<file path="src/rtl/seven_segment_scan_controller.sv">
// Multiplexed 7-segment scan driver showing data_in in HEX or DECIMAL (sequential double-dabble).
// Build macro LEADING_ZERO_BLANK_EN blanks zero digits above the most significant nonzero digit.
module seven_segment_scan_controller #(
    parameter int NUM_DIGITS      = 8,
    parameter int DATA_WIDTH      = 16,
    parameter int REFRESH_DIV     = 4096,
    parameter int DEBOUNCE_CYCLES = 16
) (
    input  logic                  system_clock,
    input  logic                  cpu_rst,
    input  logic [DATA_WIDTH-1:0] data_in,
    input  logic                  mode_btn,
    output logic [6:0]            cathodes_out,
    output logic [NUM_DIGITS-1:0] anode_out,
    output logic                  mode_out,
    output logic                  conv_busy
);
    // ceil(DATA_WIDTH/3) BCD digits always hold the value, since 8^k < 10^k
    localparam int BCD_DIGITS = (DATA_WIDTH + 2) / 3;
    localparam int BCD_W      = 4 * BCD_DIGITS;
    localparam int HEX_W      = 4 * NUM_DIGITS;
    localparam int HEX_PAD_W  = (DATA_WIDTH > HEX_W) ? DATA_WIDTH : HEX_W;
    localparam int BCD_PAD_W  = (BCD_W > HEX_W) ? BCD_W : HEX_W;
    localparam int CNT_W      = $clog2(REFRESH_DIV);
    localparam int IDX_W      = (NUM_DIGITS > 1) ? $clog2(NUM_DIGITS) : 1;
    localparam int DB_W       = $clog2(DEBOUNCE_CYCLES + 1);
    localparam int BIT_W      = $clog2(DATA_WIDTH + 1);

    localparam logic [CNT_W-1:0] CNT_LAST = CNT_W'(REFRESH_DIV - 1);
    localparam logic [IDX_W-1:0] IDX_LAST = IDX_W'(NUM_DIGITS - 1);
    localparam logic [DB_W-1:0]  DB_LAST  = DB_W'(DEBOUNCE_CYCLES);
    localparam logic [BIT_W-1:0] BIT_LAST = BIT_W'(DATA_WIDTH - 1);
    localparam logic [6:0]       SEG_BLANK = 7'h7F;
    localparam logic [6:0]       SEG_DASH  = 7'b0111111;

    function automatic logic [6:0] seg7(input logic [3:0] d);
        case (d)
            4'h0: return 7'b1000000;
            4'h1: return 7'b1111001;
            4'h2: return 7'b0100100;
            4'h3: return 7'b0110000;
            4'h4: return 7'b0011001;
            4'h5: return 7'b0010010;
            4'h6: return 7'b0000010;
            4'h7: return 7'b1111000;
            4'h8: return 7'b0000000;
            4'h9: return 7'b0010000;
            4'hA: return 7'b0001000;
            4'hB: return 7'b0000011;
            4'hC: return 7'b1000110;
            4'hD: return 7'b0100001;
            4'hE: return 7'b0000110;
            default: return 7'b0001110;
        endcase
    endfunction

    // Debounce: one toggle when the stable-high count first reaches DEBOUNCE_CYCLES, then saturate
    logic [DB_W-1:0] db_cnt;

    always_ff @(posedge system_clock) begin
        if (cpu_rst) begin
            db_cnt   <= '0;
            mode_out <= 1'b0;
        end else if (!mode_btn) begin
            db_cnt <= '0;
        end else if (db_cnt != DB_LAST) begin
            db_cnt <= db_cnt + 1'b1;
            if (db_cnt == DB_LAST - 1'b1)
                mode_out <= ~mode_out;
        end
    end

    typedef enum logic [1:0] {IDLE, SHIFT, LOAD} conv_state_t;

    conv_state_t                  state;
    logic [DATA_WIDTH-1:0]        last_data;
    logic                         last_mode;
    logic [DATA_WIDTH-1:0]        bin_sr;
    logic [BCD_W-1:0]             bcd;
    logic [BCD_W-1:0]             bcd_adj;
    logic [BIT_W-1:0]             bit_cnt;
    logic [NUM_DIGITS-1:0][3:0]   disp;
    logic                         disp_ovf;
    logic [NUM_DIGITS-1:0][3:0]   load_digits;
    logic                         load_ovf;
    logic [HEX_PAD_W-1:0]         hex_pad;
    logic [BCD_PAD_W-1:0]         bcd_pad;

    always_comb begin
        bcd_adj = bcd;
        for (int i = 0; i < BCD_DIGITS; i++)
            if (bcd[4*i +: 4] >= 4'd5)
                bcd_adj[4*i +: 4] = bcd[4*i +: 4] + 4'd3;
    end

    assign hex_pad = HEX_PAD_W'(last_data);
    assign bcd_pad = BCD_PAD_W'(bcd);

    // Anything left above the visible digits means the value does not fit
    always_comb begin
        if (last_mode) begin
            load_digits = bcd_pad[HEX_W-1:0];
            load_ovf    = |(bcd_pad >> HEX_W);
        end else begin
            load_digits = hex_pad[HEX_W-1:0];
            load_ovf    = |(hex_pad >> HEX_W);
        end
    end

    always_ff @(posedge system_clock) begin
        if (cpu_rst) begin
            state     <= IDLE;
            last_data <= '0;
            last_mode <= 1'b0;
            bin_sr    <= '0;
            bcd       <= '0;
            bit_cnt   <= '0;
            disp      <= '0;
            disp_ovf  <= 1'b0;
            conv_busy <= 1'b0;
        end else begin
            case (state)
                IDLE: begin
                    if (data_in != last_data || mode_out != last_mode) begin
                        last_data <= data_in;
                        last_mode <= mode_out;
                        bin_sr    <= data_in;
                        bcd       <= '0;
                        bit_cnt   <= '0;
                        conv_busy <= 1'b1;
                        state     <= mode_out ? SHIFT : LOAD;
                    end
                end
                SHIFT: begin
                    {bcd, bin_sr} <= {bcd_adj, bin_sr} << 1;
                    bit_cnt       <= bit_cnt + 1'b1;
                    if (bit_cnt == BIT_LAST)
                        state <= LOAD;
                end
                LOAD: begin
                    disp      <= load_digits;
                    disp_ovf  <= load_ovf;
                    conv_busy <= 1'b0;
                    state     <= IDLE;
                end
                default: state <= IDLE;
            endcase
        end
    end

    logic [NUM_DIGITS-1:0] blank;
`ifdef LEADING_ZERO_BLANK_EN
    logic nz_seen;

    always_comb begin
        blank   = '0;
        nz_seen = 1'b0;
        for (int i = NUM_DIGITS - 1; i > 0; i--) begin
            if (disp[i] != 4'h0)
                nz_seen = 1'b1;
            blank[i] = !nz_seen;
        end
    end
`else
    assign blank = '0;
`endif

    logic [CNT_W-1:0] ref_cnt, ref_cnt_nxt;
    logic [IDX_W-1:0] idx, idx_nxt;

    always_comb begin
        ref_cnt_nxt = (ref_cnt == CNT_LAST) ? '0 : ref_cnt + 1'b1;
        idx_nxt     = idx;
        if (ref_cnt == CNT_LAST)
            idx_nxt = (idx == IDX_LAST) ? '0 : idx + 1'b1;
    end

    // Outputs are registered from next-state counters so anode/cathode track ref_cnt/idx exactly
    always_ff @(posedge system_clock) begin
        if (cpu_rst) begin
            ref_cnt      <= '0;
            idx          <= '0;
            anode_out    <= '1;
            cathodes_out <= SEG_BLANK;
        end else begin
            ref_cnt      <= ref_cnt_nxt;
            idx          <= idx_nxt;
            anode_out    <= (ref_cnt_nxt == '0) ? '1 : ~(NUM_DIGITS'(1) << idx_nxt);
            cathodes_out <= disp_ovf       ? SEG_DASH  :
                            blank[idx_nxt] ? SEG_BLANK : seg7(disp[idx_nxt]);
        end
    end

endmodule

</file>
<file path="config.mk">
export PLATFORM = sky130hd
export DESIGN_NAME = seven_segment_scan_controller
export DESIGN_NICKNAME = d
export VERILOG_FILES = /design/src/rtl/seven_segment_scan_controller.sv
export SDC_FILE = /design/constraint.sdc
export NUM_CORES = 1
export LEC_CHECK = 0
export ABC_AREA = 1
export CAP_MARGIN = 20
export CORE_UTILIZATION = 60
export DETAILED_ROUTE_END_ITERATION = 12
export PLACE_DENSITY = 0.8
export SYNTH_ARGS = -nofsm -noshare
export SYNTH_HDL_FRONTEND = slang
export SYNTH_SLANG_ARGS = --single-unit
</file>
<file path="constraint.sdc">
create_clock -name system_clock -period 3.8 [get_ports system_clock]
set_input_delay 0.38 -clock system_clock [delete_from_list [all_inputs] [get_ports system_clock]]
set_output_delay 0.38 -clock system_clock [all_outputs]
set_load 0.01 [all_outputs]
</file>
## Word-level counts from Yosys, hierarchy flattened

Memory sizes are Yosys's and may differ from the RTL's. A register that Yosys moved wholly into a read port is not among the register bits.
Index checks and enable logic that the tools add are counted.

- Word-level logic and storage cells: 92
- Bits in read-only memories: 120
- Flip-flop bits (word level): 126
- Memories: 2
- Output and inout port bits: 17
- Input port bits: 19

- Order comparisons: 7
- Add/subtract/negate cells: 10
- Equality and inequality tests: 11
- Bitwise gates (word level): 3
- Reductions and logical operators: 13
- Shift operators: 1
- Multiplexer cells: 25

Memories:

| memory | depth | bits a word | read ports | clocked after Yosys merged registers in | write ports | line | source |
|---|---|---|---|---|---|---|---|
| (no name shown) | 16 | 7 | 1 | 1 | 0 | 37 | `case (d)` |
| (no name shown) | 8 | 1 | 1 | 0 | 0 | 190 | `blank[idx_nxt] ? SEG_BLANK : seg7(disp[idx_nxt]);` |

Operator list:

| kind | count |
|---|---|
| 2-to-1 mux 24 bit | 2 |
| one-hot mux 24 bit (2 select lines) | 1 |
| one-hot mux 16 bit (2 select lines) | 1 |
| greater-or-equal comparator 4 x 3 -> 1 bit (second input constant) | 6 |
| 2-to-1 mux 4 bit | 6 |
| adder 4 x 2 -> 4 bit (second input constant) | 5 |
| 2-to-1 mux 16 bit | 1 |
| inequality test 16 bit | 1 |
| adder 12 x 1 -> 12 bit (second input constant) | 1 |
| binary-select mux 4 bit (select 3 bit) | 1 |
| equality test 12 bit (second input constant) | 1 |
| logical NOT 12 bit | 1 |
| 2-to-1 mux 12 bit | 1 |
| adder 5 x 1 -> 5 bit (second input constant) | 2 |
| equality test 5 x 4 -> 1 bit (second input constant) | 2 |
| one-hot mux 5 bit (2 select lines) | 1 |
| 2-to-1 mux 3 bit | 3 |
| NOT 8 bit | 1 |
| AND reduction 2 bit | 4 |
| left shift 1 x 3 -> 8 bit (first input constant) | 1 |
| 2-to-1 mux 2 bit | 3 |
| OR reduction 2 bit | 3 |
| 2-to-1 mux 5 bit | 1 |
| inequality test 5 bit (second input constant) | 1 |
| 16 further kinds | 20 |

## Logic depth before layout (Yosys ltp)

- Depth in word-level cells: 6
- Gate-level depth with buffers: 20
- Depth with buffers taken out: 19

## Worst setup path before layout

OpenSTA, ideal clock, no wires.

- Path type: register -> register
- Start point: register idx[0]
- End point: register cathodes_out[3]
- Library setup time: 129 ps
- Stages on the path, launching flop included: 19
- Path slack: 1550 ps
- Arrival time: 2122 ps
- Path buffers: 0
- Clock period less this slack: 2250 ps
- Data required time: 3671 ps
- Path through: dfxtp_1 -> ha_1 -> ha_1 -> nor2_1 -> nand4_1 -> nand2_4 -> nand2_1 -> nand2_1 -> nand2_1 -> nand2_1 -> nand2_1 -> nand2_1 -> inv_1 -> ha_1 -> inv_1 -> nand3_1 -> nand2_1 -> nand2_1 -> nand3_1

- Longest elaborated chain between the ends: 6
- Elaborated cells between the ends (all ways): 9
- Classes of those cells: add/sub (1); eq/ne (1); mux (5); reduce/logical (1); memory (1)

Ends and longest elaborated chain:

| element | line | source |
|---|---|---|
| start, declared | 169 | `logic [IDX_W-1:0] idx, idx_nxt;` |
| start signal, assigned | 187 | `idx <= idx_nxt;` |
| adder 3 x 1 -> 3 bit / equality test 3 bit (equally long branches) | 175 | `idx_nxt = (idx == IDX_LAST) ? '0 : idx + 1'b1;` |
| 2-to-1 mux 3 bit | 175 |  |
| 2-to-1 mux 3 bit * | 174 | `if (ref_cnt == CNT_LAST)` |
| memory (8 x 1 bit) | -- |  |
| 2-to-1 mux 1 bit (not written as such) | 190 |  |
| OR reduction 2 bit (no line) | -- |  |
| end signal, assigned | 189 | `cathodes_out <= disp_ovf ? SEG_DASH :` |
| end, declared | 13 | `output logic [6:0] cathodes_out,` |

Mark *: on every way between the ends. The rest lies on a longest branch, timed or not. The select of a mux whose other input is x is not followed.
A chain may end at the register's enable or synchronous reset.

## Final worst setup path

- Start point: register ref_cnt[0]
- End point: register cathodes_out[3]

- Longest elaborated chain between the ends: 5
- Elaborated cells between the ends (all ways): 7
- Classes of those cells: eq/ne (1); mux (4); reduce/logical (1); memory (1)

Ends and longest elaborated chain:

| element | line | source |
|---|---|---|
| start, declared | 168 | `logic [CNT_W-1:0] ref_cnt, ref_cnt_nxt;` |
| start signal, assigned | 186 | `ref_cnt <= ref_cnt_nxt;` |
| equality test 12 bit * | 174 |  |
| 2-to-1 mux 3 bit * | 174 |  |
| memory (8 x 1 bit) | -- |  |
| 2-to-1 mux 1 bit (not written as such) | 190 |  |
| OR reduction 2 bit (no line) | -- |  |

Marks and branches as above.

==> results_dict.tcl <==
set metrics [dict create \
    ys.flop_type "dfxtp_1" \
    clkPwrFrac_pct 49.2 \
    n_antenna_cell 0 \
    setup_slack_ps 758 \
    place_ws_ps 790 \
    slowest_stage "o21ai_2" \
    vias 5814 \
    synthToLayoutAreaGrowth_pct 15.4 \
    dr.pass1.iters 6 \
    post_cts_buffers 0 \
    initial_core_util_pct 61.5 \
    n_fill_cell 835 \
    drc 0 \
    hpwl_mm 9.94 \
    cp-end-kind "register" \
    grt_pass1_wl_mm 25.1 \
    num_rows 37 \
    setup_viol 0 \
    grt.total_usage_pct 28.6 \
    slowest_delay_ps 580 \
    drtAntennaViolNets 0 \
    grt_antenna_before_repair 0 \
    cts_buffers 17 \
    synthArstFlopShare_pct 0 \
    fin_crit_ps 3040 \
    htreeDepth 4 \
    dieWidth_um 104 \
    fin_nets 938 \
    synth_edf_count 0 \
    drt_first_iter_violations 489 \
    p_per_area_nw_per_um2 447 \
    yosys.cell_types.count 37 \
    cts_hold_buf 0 \
    worst-setup-path-type "register to register" \
    grt_pass1_vias 5527 \
    syn_avg_cell_area_sq_um 7.23 \
    hold_viol 0 \
    cts_tree "built" \
    vdd.ir_drop.worst_uv 327 \
    cp_max_fo 13 \
    critPathRequiredTime_ps 4260 \
    path_common_cell "nand2_1" \
    rr_startpoint "ref_cnt[0]" \
    cts.clk_slew.worst_paths_ps 60 \
    rsz0062_at_grt "no" \
    finalCritPeriodShare_pct 80.0 \
    gp_congestion 0.939 \
    ys_ff_latch 125 \
    combPwrFrac_pct 7.9 \
    ctsLongestPathBuffers 2 \
    cap_violations 0 \
    r2r_slack_ps 760 \
    clk_latency_ps 530 \
    ioPinCount 36 \
    seq_area_frac_synth_pct 39.7 \
    drive_gt1_share_pct 7.17 \
    grt_max_degree 72 \
    synth_area_sq_um 6300 \
    crit_chain "ha_1, nand2_1, nor2_4, nand3_2, o21ai_2, inv_1, nand2_1, nand2_1, nand2_1, nand2_1, inv_1, ha_1, inv_1, nand3_1, nand2_1, nand2_1, nand3_1" \
    crit_path_start_kind "register" \
    die_area_sq_um 10900 \
    relSlewSlack_pct 33.8 \
    finalMaxSlewViolations 0 \
    wl_mm 14.7 \
    cp-startpoint "ref_cnt[0]" \
    tightest_slew_ps 990 \
    p_int_mw 2.51 \
    cp_data_arrival_time_ps 3500 \
    min_path_type "primary input to register" \
    fmax_mhz 329 \
    syn-num-nets 916 \
    portBuffers 35 \
    wire_per_inst_um 14.1 \
    fp.dieH_um 104 \
    min_from "cpu_rst" \
    cts_resized 0 \
    switching_power_mw 0.736 \
    grt_overflow_total 0 \
    switching_share_pct 22.6 \
    seqPwrFrac_pct 42.8 \
    finClkSkew_ps 7.91 \
    clockRootBuffer "clkbuf_8" \
    status "finished, final reports clean" \
    vias_per_cell 5.58 \
    cts_num_sinks 125 \
    synthCells 871 \
    coreArea_sq_um 10200 \
    synth_warnings 0 \
    power_leakage_nw 2.88 \
    setup_tns_ps 0 \
]
## power groups by stage
stage / sequential [mW] / clock, mW / combinational (mW)
5_1_grt: 1.40 / 1.68 / 0.287
3_3_place_gp: 1.42 / 0 / 0.246
2_1_floorplan: 1.42 / 0 / 0.165
4_1_cts: 1.39 / 1.61 / 0.255
6_report: 1.39 / 1.60 / 0.257
3_5_place_dp: 1.42 / 0 / 0.253
## cell usage after synthesis, types with 2 or more instances
library cell | number | share of area, %
o21ai_0 | 34 | 2.7
o21a_1 | 6 | 0.72
xor2_1 | 12 | 1.7
a211oi_1 | 5 | 0.60
dfxtp_1 | 125 | 40
nand3b_1 | 2 | 0.24
o21ai_1 | 5 | 0.40
a221oi_1 | 8 | 1.1
buf_6 | 4 | 0.72
a21oi_1 | 105 | 8.3
xnor2_1 | 11 | 1.5
nand3_2 | 2 | 0.32
clkbuf_1 | 22 | 1.3
nand4_1 | 9 | 0.89
nor2_4 | 2 | 0.36
nand3_1 | 94 | 7.5
buf_2 | 8 | 0.64
ha_1 | 26 | 5.2
a31oi_1 | 13 | 1.3
inv_1 | 95 | 5.7
inv_2 | 4 | 0.24
and3_1 | 2 | 0.20
nand2_1 | 156 | 9.3
nor3_1 | 9 | 0.72
nor2_1 | 80 | 4.8
o211ai_1 | 2 | 0.24
buf_1 | 6 | 0.36
nand2_2 | 10 | 0.99
nand2_4 | 5 | 0.89
o21ai_2 | 2 | 0.28
## cell type report
class                      count  area (sq um)  area share, %
clock buffer                  25           474           6.53
clock inverter                 7           110           1.52
inverter                      99           372           5.11
multi-input combinational    607          3230           44.5
sequential                   125          2500           34.4
tap                          136           170           2.34
timing repair buffer          43           405           5.58
## worst max-delay path, delay by kind of cell, from the launching register on
family	cells	cell delay, ps
flip-flops	1	350
buffers and inverters	3	410
AO/OA/AOI/OAI	1	580
adder cells (fa/ha/maj)	2	440
AND/OR/NAND/NOR	11	1160
## kinds of logic (layout without fill, tap and decap cells)
kind of cell / Yosys count / count (layout) / share of synthesized area (%)
adder cells (fa/ha/maj): 26 / 26 / 5.17
buffers and inverters: 139 / 174 / 8.92
AO/OA/AOI/OAI: 183 / 183 / 16.2
XOR/XNOR: 23 / 23 / 3.20
AND/OR/NAND/NOR: 375 / 375 / 26.8
flip-flops: 125 / 125 / 39.7
## worst paths after layout
path	endpoint	cells past startpoint
max	cathodes_out[3]	17
min	ref_cnt[11]	2
max reg2reg	cathodes_out[3]	17
min reg2reg	conv_busy	2
## cell usage in the layout (no fill, tap or decap), types with 9 or more instances in the layout
cell | Yosys | routed
o21ai_0 | 34 | 34
nor2_1 | 80 | 80
ha_1 | 26 | 26
a21oi_1 | 105 | 105
nand3_1 | 94 | 94
nor3_1 | 9 | 9
clkdlybuf4s50_1 | 0 | 34
xnor2_1 | 11 | 11
nand2_1 | 156 | 156
dfxtp_1 | 125 | 125
nand4_1 | 9 | 9
xor2_1 | 12 | 12
a31oi_1 | 13 | 13
inv_1 | 95 | 95
nand2_2 | 10 | 10
clkbuf_16 | 0 | 16
## routing by layer
metal	part of all wire, %	up-vias	global-route usage (%)
li1	-	2920	-
met2	50	184	48.8
met4	2.0	0	10.9
met3	5.1	30	6.39
met5	0	-	0
met1	43	2680	34.9
## flip-flops by register name, indices dropped and copies added (netlist names)
signal and cells:
bit_cnt 5, bcd 24, last_mode 1, state 2, disp 24, mode_out 1
conv_busy 1, ref_cnt 12, cathodes_out 7, bin_sr 16, anode_out 8, idx 3
last_data 16, db_cnt 5
## through the flow
stage / util, % / hold slack (ps) / instances / total power, mW / area [sq um]
floorplan: - / 422 / 871 / 1.58 / 6300
global placement: 65.3 / 454 / 1010 / 1.66 / 6680
detailed placement: 65.3 / 461 / 1010 / 1.67 / 6680
CTS: 71.0 / 273 / 1042 / 3.26 / 7270
global route: 71.0 / 297 / 1042 / 3.36 / 7270
finish: 71.0 / 284 / 1042 / 3.25 / 7270
Note: power is estimated with default switching activity, not from simulation.
